### config.mk
export PLATFORM = sky130hd
export DESIGN_NAME = demux2
export DESIGN_NICKNAME = d
export VERILOG_FILES = /design/src/rtl/demux2.sv
export SDC_FILE = /design/constraint.sdc
export NUM_CORES = 1
export LEC_CHECK = 0
export BUFFER_PORTS_ARGS = -buffer_cell sky130_fd_sc_hd__buf_2
export CORE_MARGIN = 2
export CORE_UTILIZATION = 30
export CTS_CLUSTER_DIAMETER = 40
export DETAILED_ROUTE_END_ITERATION = 16
export PLACE_DENSITY_LB_ADDON = 0.3
export SYNTH_ARGS = -nofsm -noshare
export SYNTH_HDL_FRONTEND = slang
export SYNTH_SLANG_ARGS = --single-unit
export TNS_END_PERCENT = 30
### constraint.sdc
create_clock -name clk -period 2.4 [get_ports clk]
set_input_delay 0.48 -clock clk [delete_from_list [all_inputs] [get_ports clk]]
set_output_delay 0.48 -clock clk [all_outputs]
set_load 0.02 [all_outputs]
### src/rtl/demux2.sv
// Collects DIGITS BCD digits per frame (MSD first) and commits the frame atomically to Out1 or Out2.
// Latency: bank and upd pulse appear the cycle after the final beat; err appears the cycle after the offending beat.
// No backpressure: every valid beat is consumed; gaps (in_valid=0) hold state indefinitely.
module demux2 #(
    parameter int DIGITS = 4
) (
    input  logic                  clk,
    input  logic                  reset_,
    input  logic                  sel,
    input  logic                  in_valid,
    input  logic                  in_sof,
    input  logic [3:0]            In,
    output logic [4*DIGITS-1:0]   Out1,
    output logic [4*DIGITS-1:0]   Out2,
    output logic                  upd1,
    output logic                  upd2,
    output logic                  err
);

    localparam int CW = (DIGITS > 1) ? $clog2(DIGITS) : 1;
    localparam logic [CW-1:0] LAST = CW'(DIGITS - 1);

    typedef enum logic {IDLE, COLLECT} state_t;

    state_t              state, state_d;
    logic [CW-1:0]       count, count_d;
    logic                sel_q, sel_q_d;
    logic [4*DIGITS-1:0] shadow, shadow_d;
    logic [4*DIGITS-1:0] out1_d, out2_d;
    logic                upd1_d, upd2_d, err_d;
    logic                commit, commit_sel;
    logic                digit_ok;
    logic [CW-1:0]       slot;
    logic [4*DIGITS-1:0] merged;

    assign digit_ok = (In <= 4'd9);
    assign slot     = in_sof ? '0 : count;

    // Shadow with the incoming digit already placed, so the last beat can commit on its own sampling edge.
    always_comb begin
        merged = shadow;
        for (int i = 0; i < DIGITS; i++) begin
            if (CW'(i) == slot) begin
                merged[4*(DIGITS-1-i) +: 4] = In;
            end
        end
    end

    always_comb begin
        state_d    = state;
        count_d    = count;
        sel_q_d    = sel_q;
        shadow_d   = shadow;
        out1_d     = Out1;
        out2_d     = Out2;
        upd1_d     = 1'b0;
        upd2_d     = 1'b0;
        err_d      = 1'b0;
        commit     = 1'b0;
        commit_sel = sel_q;

        if (in_valid) begin
            if (in_sof) begin
                if (!digit_ok) begin
                    err_d   = 1'b1;
                    state_d = IDLE;
                    count_d = '0;
                end else begin
                    // A restart abandons the partial frame but the new one begins on this very beat.
                    err_d    = (state == COLLECT);
                    sel_q_d  = sel;
                    shadow_d = merged;
                    if (DIGITS == 1) begin
                        commit     = 1'b1;
                        commit_sel = sel;
                        state_d    = IDLE;
                        count_d    = '0;
                    end else begin
                        count_d = CW'(1);
                        state_d = COLLECT;
                    end
                end
            end else if (state == COLLECT) begin
                if (!digit_ok) begin
                    err_d   = 1'b1;
                    state_d = IDLE;
                    count_d = '0;
                end else begin
                    shadow_d = merged;
                    if (count == LAST) begin
                        commit  = 1'b1;
                        state_d = IDLE;
                        count_d = '0;
                    end else begin
                        count_d = count + 1'b1;
                    end
                end
            end
        end

        if (commit) begin
            if (commit_sel) begin
                out1_d = merged;
                upd1_d = 1'b1;
            end else begin
                out2_d = merged;
                upd2_d = 1'b1;
            end
        end
    end

    always_ff @(posedge clk or negedge reset_) begin
        if (!reset_) begin
            state  <= IDLE;
            count  <= '0;
            sel_q  <= 1'b0;
            shadow <= '0;
            Out1   <= '0;
            Out2   <= '0;
            upd1   <= 1'b0;
            upd2   <= 1'b0;
            err    <= 1'b0;
        end else begin
            state  <= state_d;
            count  <= count_d;
            sel_q  <= sel_q_d;
            shadow <= shadow_d;
            Out1   <= out1_d;
            Out2   <= out2_d;
            upd1   <= upd1_d;
            upd2   <= upd2_d;
            err    <= err_d;
        end
    end

endmodule

==> flow_summary.json, run 1 <==
{
  "status": "finished, final reports clean",
  "initial_core_util_pct": 31.2,
  "maxSlewViolCount": 0,
  "setup_tns_ps": 0,
  "setup_ws_ps": 589,
  "hpwl_um": 3330,
  "powerDensity_nw_per_um2": 742,
  "wl_met1_um": 2170,
  "endpoint": "Out1[13]",
  "grt.total_usage_pct": 11.2,
  "worst-path-stages": 5,
  "p_total_mw": 2.12,
  "numCtsBuffers": 5,
  "hold_slack_ps": 233,
  "postPlaceCellArea_sq_um": 2770,
  "crit_path_end_kind": "flop",
  "antenna_found_initial": 0,
  "fin_crit_ps": 1810,
  "swShare_pct": 28.5,
  "clockRootBuffer": "clkbuf_8",
  "cp.arrival_ps": 2010,
  "cts_buffer_depth": 2,
  "n_antenna_cell": 0,
  "insertion_delay_ps": 320,
  "nets": 216,
  "async_flop_share_pct": 100,
  "clkTransAtPathRegs_ps": 110,
  "grt_pass1_wl_um": 7550,
  "final_area_sq_um": 2860,
  "routed_via_density": 4.59,
  "fillers": 791,
  "grt_pass1_vias": 1418,
  "synth_seq_cells": 55,
  "fmax_mhz": 552,
  "dr_wl_met3_um": 233,
  "synth_flop_cell": "dfrtp_1",
  "gp_congestion": 0.674,
  "cp-start-kind": "flop",
  "ys_seq_area_share_pct": 56.9,
  "p_switching_uw": 606,
  "avgSynthCellArea_sq_um": 15.8,
  "slowest_delay_ps": 480,
  "ys_top_cells_by_count": "mux2_2, dfrtp_1, mux2_4",
  "vias": 1417,
  "synth_nets": 163,
  "grt_max_degree": 36,
  "synth_top_area_share_pct": 56.9,
  "timing.final.crit_share_pct": 75.4,
  "cap_violations": 0,
  "power_leakage_nw": 1.47,
  "postCtsResizedCells": 0,
  "crit_path_max_fanout": 9,
  "crit_start": "count[0]",
  "ff_latch_area_sq_um": 1380,
  "io-pin-count": 44,
  "power_frac_clock_pct": 25.0,
  "crit_path_cell_trace": "ha_1 > nand4b_4 > nor3b_4 > buf_4 > mux2_4",
  "wl_per_cell_um": 14.9,
  "rows": 32,
  "cts_max_level": 2,
  "fp.dieH_um": 93.8,
  "cts_hold_buf": 0,
  "rsz0062_at_grt": "no",
  "combPwrFrac_pct": 21.1,
  "seq_power_share_pct": 53.9,
  "netlist_area_sq_um": 2420,
  "fp.dieW_um": 93.8,
  "post-place-ws_ps": 556,
  "hold_path.class": "input pin to asynchronous set/reset pin",
  "yosysWarnings": 0,
  "top_layer": "met4",
  "synth_edf_count": 0,
  "regToRegSetupSlack_ps": 590,
  "wl_met2_um": 2140,
  "cts_setup_buffers": 0,
  "fin_worst_skew_ps": 12.6,
  "drive_gt1_share_pct": 63.8,
  "worstMarginPinSlew_ps": 786,
  "yosys.area.top_type": "dfrtp_1",
  "grt_overflow": 0,
  "r2r-start": "count[0]",
  "yosysUniqueCellTypes": 23,
  "area_delta_synth_final_pct": 18.1,
  "reg2reg_to": "Out1[13]",
  "critical_path_class": "flop to flop",
  "slew_headroom_pct": 47.6,
  "post-synth-top-count-cell": "mux2_2",
  "drtAntennaViolNets": 0,
  "drtIter0Drc": 55,
  "synth_area_leaders": "dfrtp_1, mux2_2, mux2_4",
  "critPathBufInv": 1,
  "wl_um": 4600,
  "remaining_drc_errors": 0,
  "hold_violations": 0,
  "reg2reg_depth": 5,
  "cpLargestDelayFamily": "flip-flops",
  "ir_worst_vdd_uv": 353,
  "cts_tree": "built",
  "dieArea_sq_um": 8800,
  "intPower_mw": 1.52,
  "multi_input_area_sq_um": 985,
  "setup_viol": 0,
  "cp_slowest_cell": "dfrtp_1",
  "netlist_instances": 153,
  "cts.sinks": 55,
  "dr.pass1.iters": 3,
  "required_ps": 2600,
  "core_sq_um": 7770,
  "numPortBuffers": 43
}
==> placed cells by master (no fill, tap or decap) <==
master,instances
nand3_1,1
clkbuf_8,5
mux2_4,9
nor3_4,1
nor3b_4,1
o21ai_0,7
clkinv_4,1
nand4b_4,1
nand2_1,3
dfrtp_1,55
nor2_1,2
buf_4,8
clkinv_2,1
o21a_4,1
nor2_2,1
mux2_2,56
inv_6,1
a21bo_2,1
o21bai_1,1
buf_2,43
nand3b_1,2
nor3b_2,2
a21oi_1,2
inv_1,1
ha_1,1
==> through the flow <==
step / cells / utilization, %
2_1_floorplan: 153 / -
3_3_place_gp: 301 / 35.6
3_5_place_dp: 301 / 35.6
4_1_cts: 309 / 36.8
5_1_grt: 309 / 36.8
6_report: 309 / 36.8
==> power groups by stage <==
stage,combinational (mW),clock (mW),sequential [mW]
2_1_floorplan,0.309,0,1.18
3_3_place_gp,0.447,0,1.16
3_5_place_dp,0.457,0,1.16
4_1_cts,0.458,0.553,1.14
5_1_grt,0.495,0.587,1.17
6_report,0.449,0.530,1.14
==> state kept, by name, summed over array words and instances, names as in the netlist <==
register and flops:
upd2 1, shadow 16, commit_sel 1, Out2 16, upd1 1, count 2, state 1, err 1
Out1 16
==> cell families (layout without fill, tap and decap cells) <==
| kind of cell | Yosys count | after routing | synth area share [%] |
|---|---|---|---|
| compound gates | 12 | 12 | 3.21 |
| fa+ha+maj | 1 | 1 | 0.517 |
| buf+inv | 6 | 60 | 2.43 |
| flops | 55 | 55 | 56.9 |
| mux | 65 | 65 | 31.6 |
| simple gates | 14 | 14 | 5.33 |
==> worst min-delay path by stage <==
stage                     startpoint         to  cells after the start
after floorplan               reset_    Out1[0]                      0
after global placement     shadow[3]  shadow[3]                      1
after detailed placement     Out2[1]    Out2[1]                      1
after CTS                     reset_   Out2[15]                      1
after global routing          reset_   Out2[15]                      1
final                         reset_  shadow[8]                      1
==> worst register-to-register path: stages, from the launching register on <==
cell	delay [ps]
dfrtp_1	480
ha_1	280
nand4b_4	150
nor3b_4	230
buf_4	250
mux2_4	320
==> metal layers <==
metal / vias to the layer above / track usage [%]
met4: 0 / 3.62
li1: 662 / -
met1: 721 / 15.3
met2: 27 / 17.0
met3: 7 / 3.29
met5: - / 0
==> area by class of cell <==
| cell class | instances | share of cell area (%) |
|---|---|---|
| Clock buffer | 5 | 2.41 |
| Clock inverter | 3 | 0.788 |
| Inverter | 1 | 0.131 |
| Multi-Input combinational cell | 92 | 34.4 |
| Sequential cell | 55 | 48.1 |
| Tap cell | 102 | 4.46 |
| Timing Repair Buffer | 51 | 9.63 |
No activity file was read; power rests on OpenSTA's default activity.
==> run 2: changes to the inputs <==
==> constraint.sdc (replaced) <==
create_clock -name clk -period 1.8 [get_ports clk]
set_input_delay 0.36 -clock clk [delete_from_list [all_inputs] [get_ports clk]]
set_output_delay 0.36 -clock clk [all_outputs]
set_load 0.02 [all_outputs]
==> flow_summary.json, run 2 (same netlist as run 1, synthesis figures left out) <==
{
  "cts.sinks": 55,
  "io-pin-count": 44,
  "hold_violations": 0,
  "grt.total_usage_pct": 11.6,
  "numCtsBuffers": 5,
  "maxSlewViolCount": 0,
  "fp.dieH_um": 93.8,
  "rows": 32,
  "grtUsageMet3_pct": 2.65,
  "ir_worst_vdd_uv": 546,
  "vias": 1405,
  "fp.dieW_um": 93.8,
  "slew_headroom_pct": 73.9,
  "clkTransAtPathRegs_ps": 110,
  "top_regs": "Out1 x16, Out2 x16, shadow x16",
  "cts_tree": "built",
  "initial_core_util_pct": 31.2,
  "use_met2_pct": 17.4,
  "remaining_drc_errors": 0,
  "gr-max-usage-layer": "met2",
  "required_ps": 2000,
  "layout_commonest_cell": "mux2_2",
  "hold_path.class": "input pin to asynchronous set/reset pin",
  "grt_pass1_wl_um": 7850,
  "dr.pass1.iters": 4,
  "setup_viol": 0,
  "power_frac_clock_pct": 28.1,
  "hpwl_um": 3300,
  "setup_tns_ps": 0,
  "gp_congestion": 0.731,
  "n_antenna_cell": 0,
  "setup_ws_ps": 127,
  "fin_worst_skew_ps": 10.3,
  "clockRootBuffer": "clkbuf_8",
  "drtIter0Drc": 72,
  "p_switching_uw": 809,
  "timing.final.crit_share_pct": 92.9,
  "insertion_delay_ps": 310,
  "cp.arrival_ps": 1870,
  "cts_buffer_depth": 2,
  "cap_violations": 0,
  "wl_per_cell_um": 14.9,
  "status": "finished, final reports clean",
  "grt_overflow": 0,
  "cts_setup_buffers": 0,
  "routed_via_density": 4.47,
  "dieArea_sq_um": 8800,
  "antenna_found_initial": 0,
  "numPortBuffers": 43,
  "gr-usage-met1_pct": 16.6,
  "rsz0062_at_grt": "no",
  "swShare_pct": 27.1,
  "worstMarginPinSlew_ps": 389,
  "seq_power_share_pct": 51.0,
  "fin_util_pct": 37.8,
  "intPower_mw": 2.18,
  "core_sq_um": 7770,
  "cp-start-kind": "flop",
  "powerDensity_nw_per_um2": 1020,
  "layout_common_cells": "mux2_2, dfrtp_1, buf_2",
  "regToRegSetupSlack_ps": 130,
  "grt_max_degree": 56,
  "post-place-ws_ps": 57.3,
  "critical_path_class": "flop to flop",
  "crit_path_max_fanout": 6,
  "nets": 221,
  "combPwrFrac_pct": 20.9,
  "p_total_mw": 2.99,
  "wl_um": 4670,
  "power_leakage_nw": 1.50,
  "fmax_mhz": 598,
  "grt_pass1_vias": 1472,
  "crit_path_end_kind": "flop",
  "drtAntennaViolNets": 0,
  "drive_gt1_share_pct": 65.6,
  "fin_crit_ps": 1670,
  "cts_max_level": 2,
  "area_delta_synth_final_pct": 21.4
}
## run 2: routing by layer
metal / share of wire (%) / wire length, um
met4: 1.2 / 56
met5: 0 / 0
met3: 2.5 / 119
met2: 46 / 2160
met1: 50 / 2330
## run 2: cell type report
cell class	count	area, sq um
fillers	769	4830
flip-flops and latches	55	1380
multi-input cells	92	987
repair buffers	56	325
well taps	102	128
clock buffers	5	68.8
clock inverters	3	46.3
inverters	1	3.75
## run 2: what timing repair did
action                     4_1_cts  5_1_grt
gates resized for setup          0        2
setup endpoints to repair        0       18
hold endpoints to repair         0        0
hold buffers                     0        0
## run 2: per-stage QoR
stage | cells | hold WS [ps] | instance area, sq um
after global routing | 314 | 48.0 | 2940
after CTS | 314 | 33.9 | 2930
final | 314 | 29.3 | 2940
after detailed placement | 306 | 387 | 2820
after global placement | 306 | 385 | 2820
after floorplan | 153 | 64.4 | 2420
## run 2: worst paths after layout
path / startpoint / endpoint / depth (start not counted)
min in group clk: sel / commit_sel / 2
worst max register to register: count[0] / shadow[8] / 4
worst max-delay path: count[0] / shadow[8] / 4
worst min-delay path: reset_ / Out2[14] / 2
worst min register to register: shadow[3] / shadow[3] / 1
max in group asynchronous: reset_ / count[1] / 2
## run 2: power by group through the flow
stage | registers, mW | logic (mW) | clock network, mW
floorplan | 1.57 | 0.412 | 0
global placement | 1.54 | 0.625 | 0
global route | 1.55 | 0.693 | 0.935
finish | 1.52 | 0.625 | 0.840
detailed placement | 1.55 | 0.634 | 0
CTS | 1.52 | 0.636 | 0.876
## run 2: worst max-delay path, cell delays in order, from the launching register on
cell     delay (ps)
dfrtp_1         370
buf_4           150
nor3b_2         360
mux2_2          410
mux2_2          270
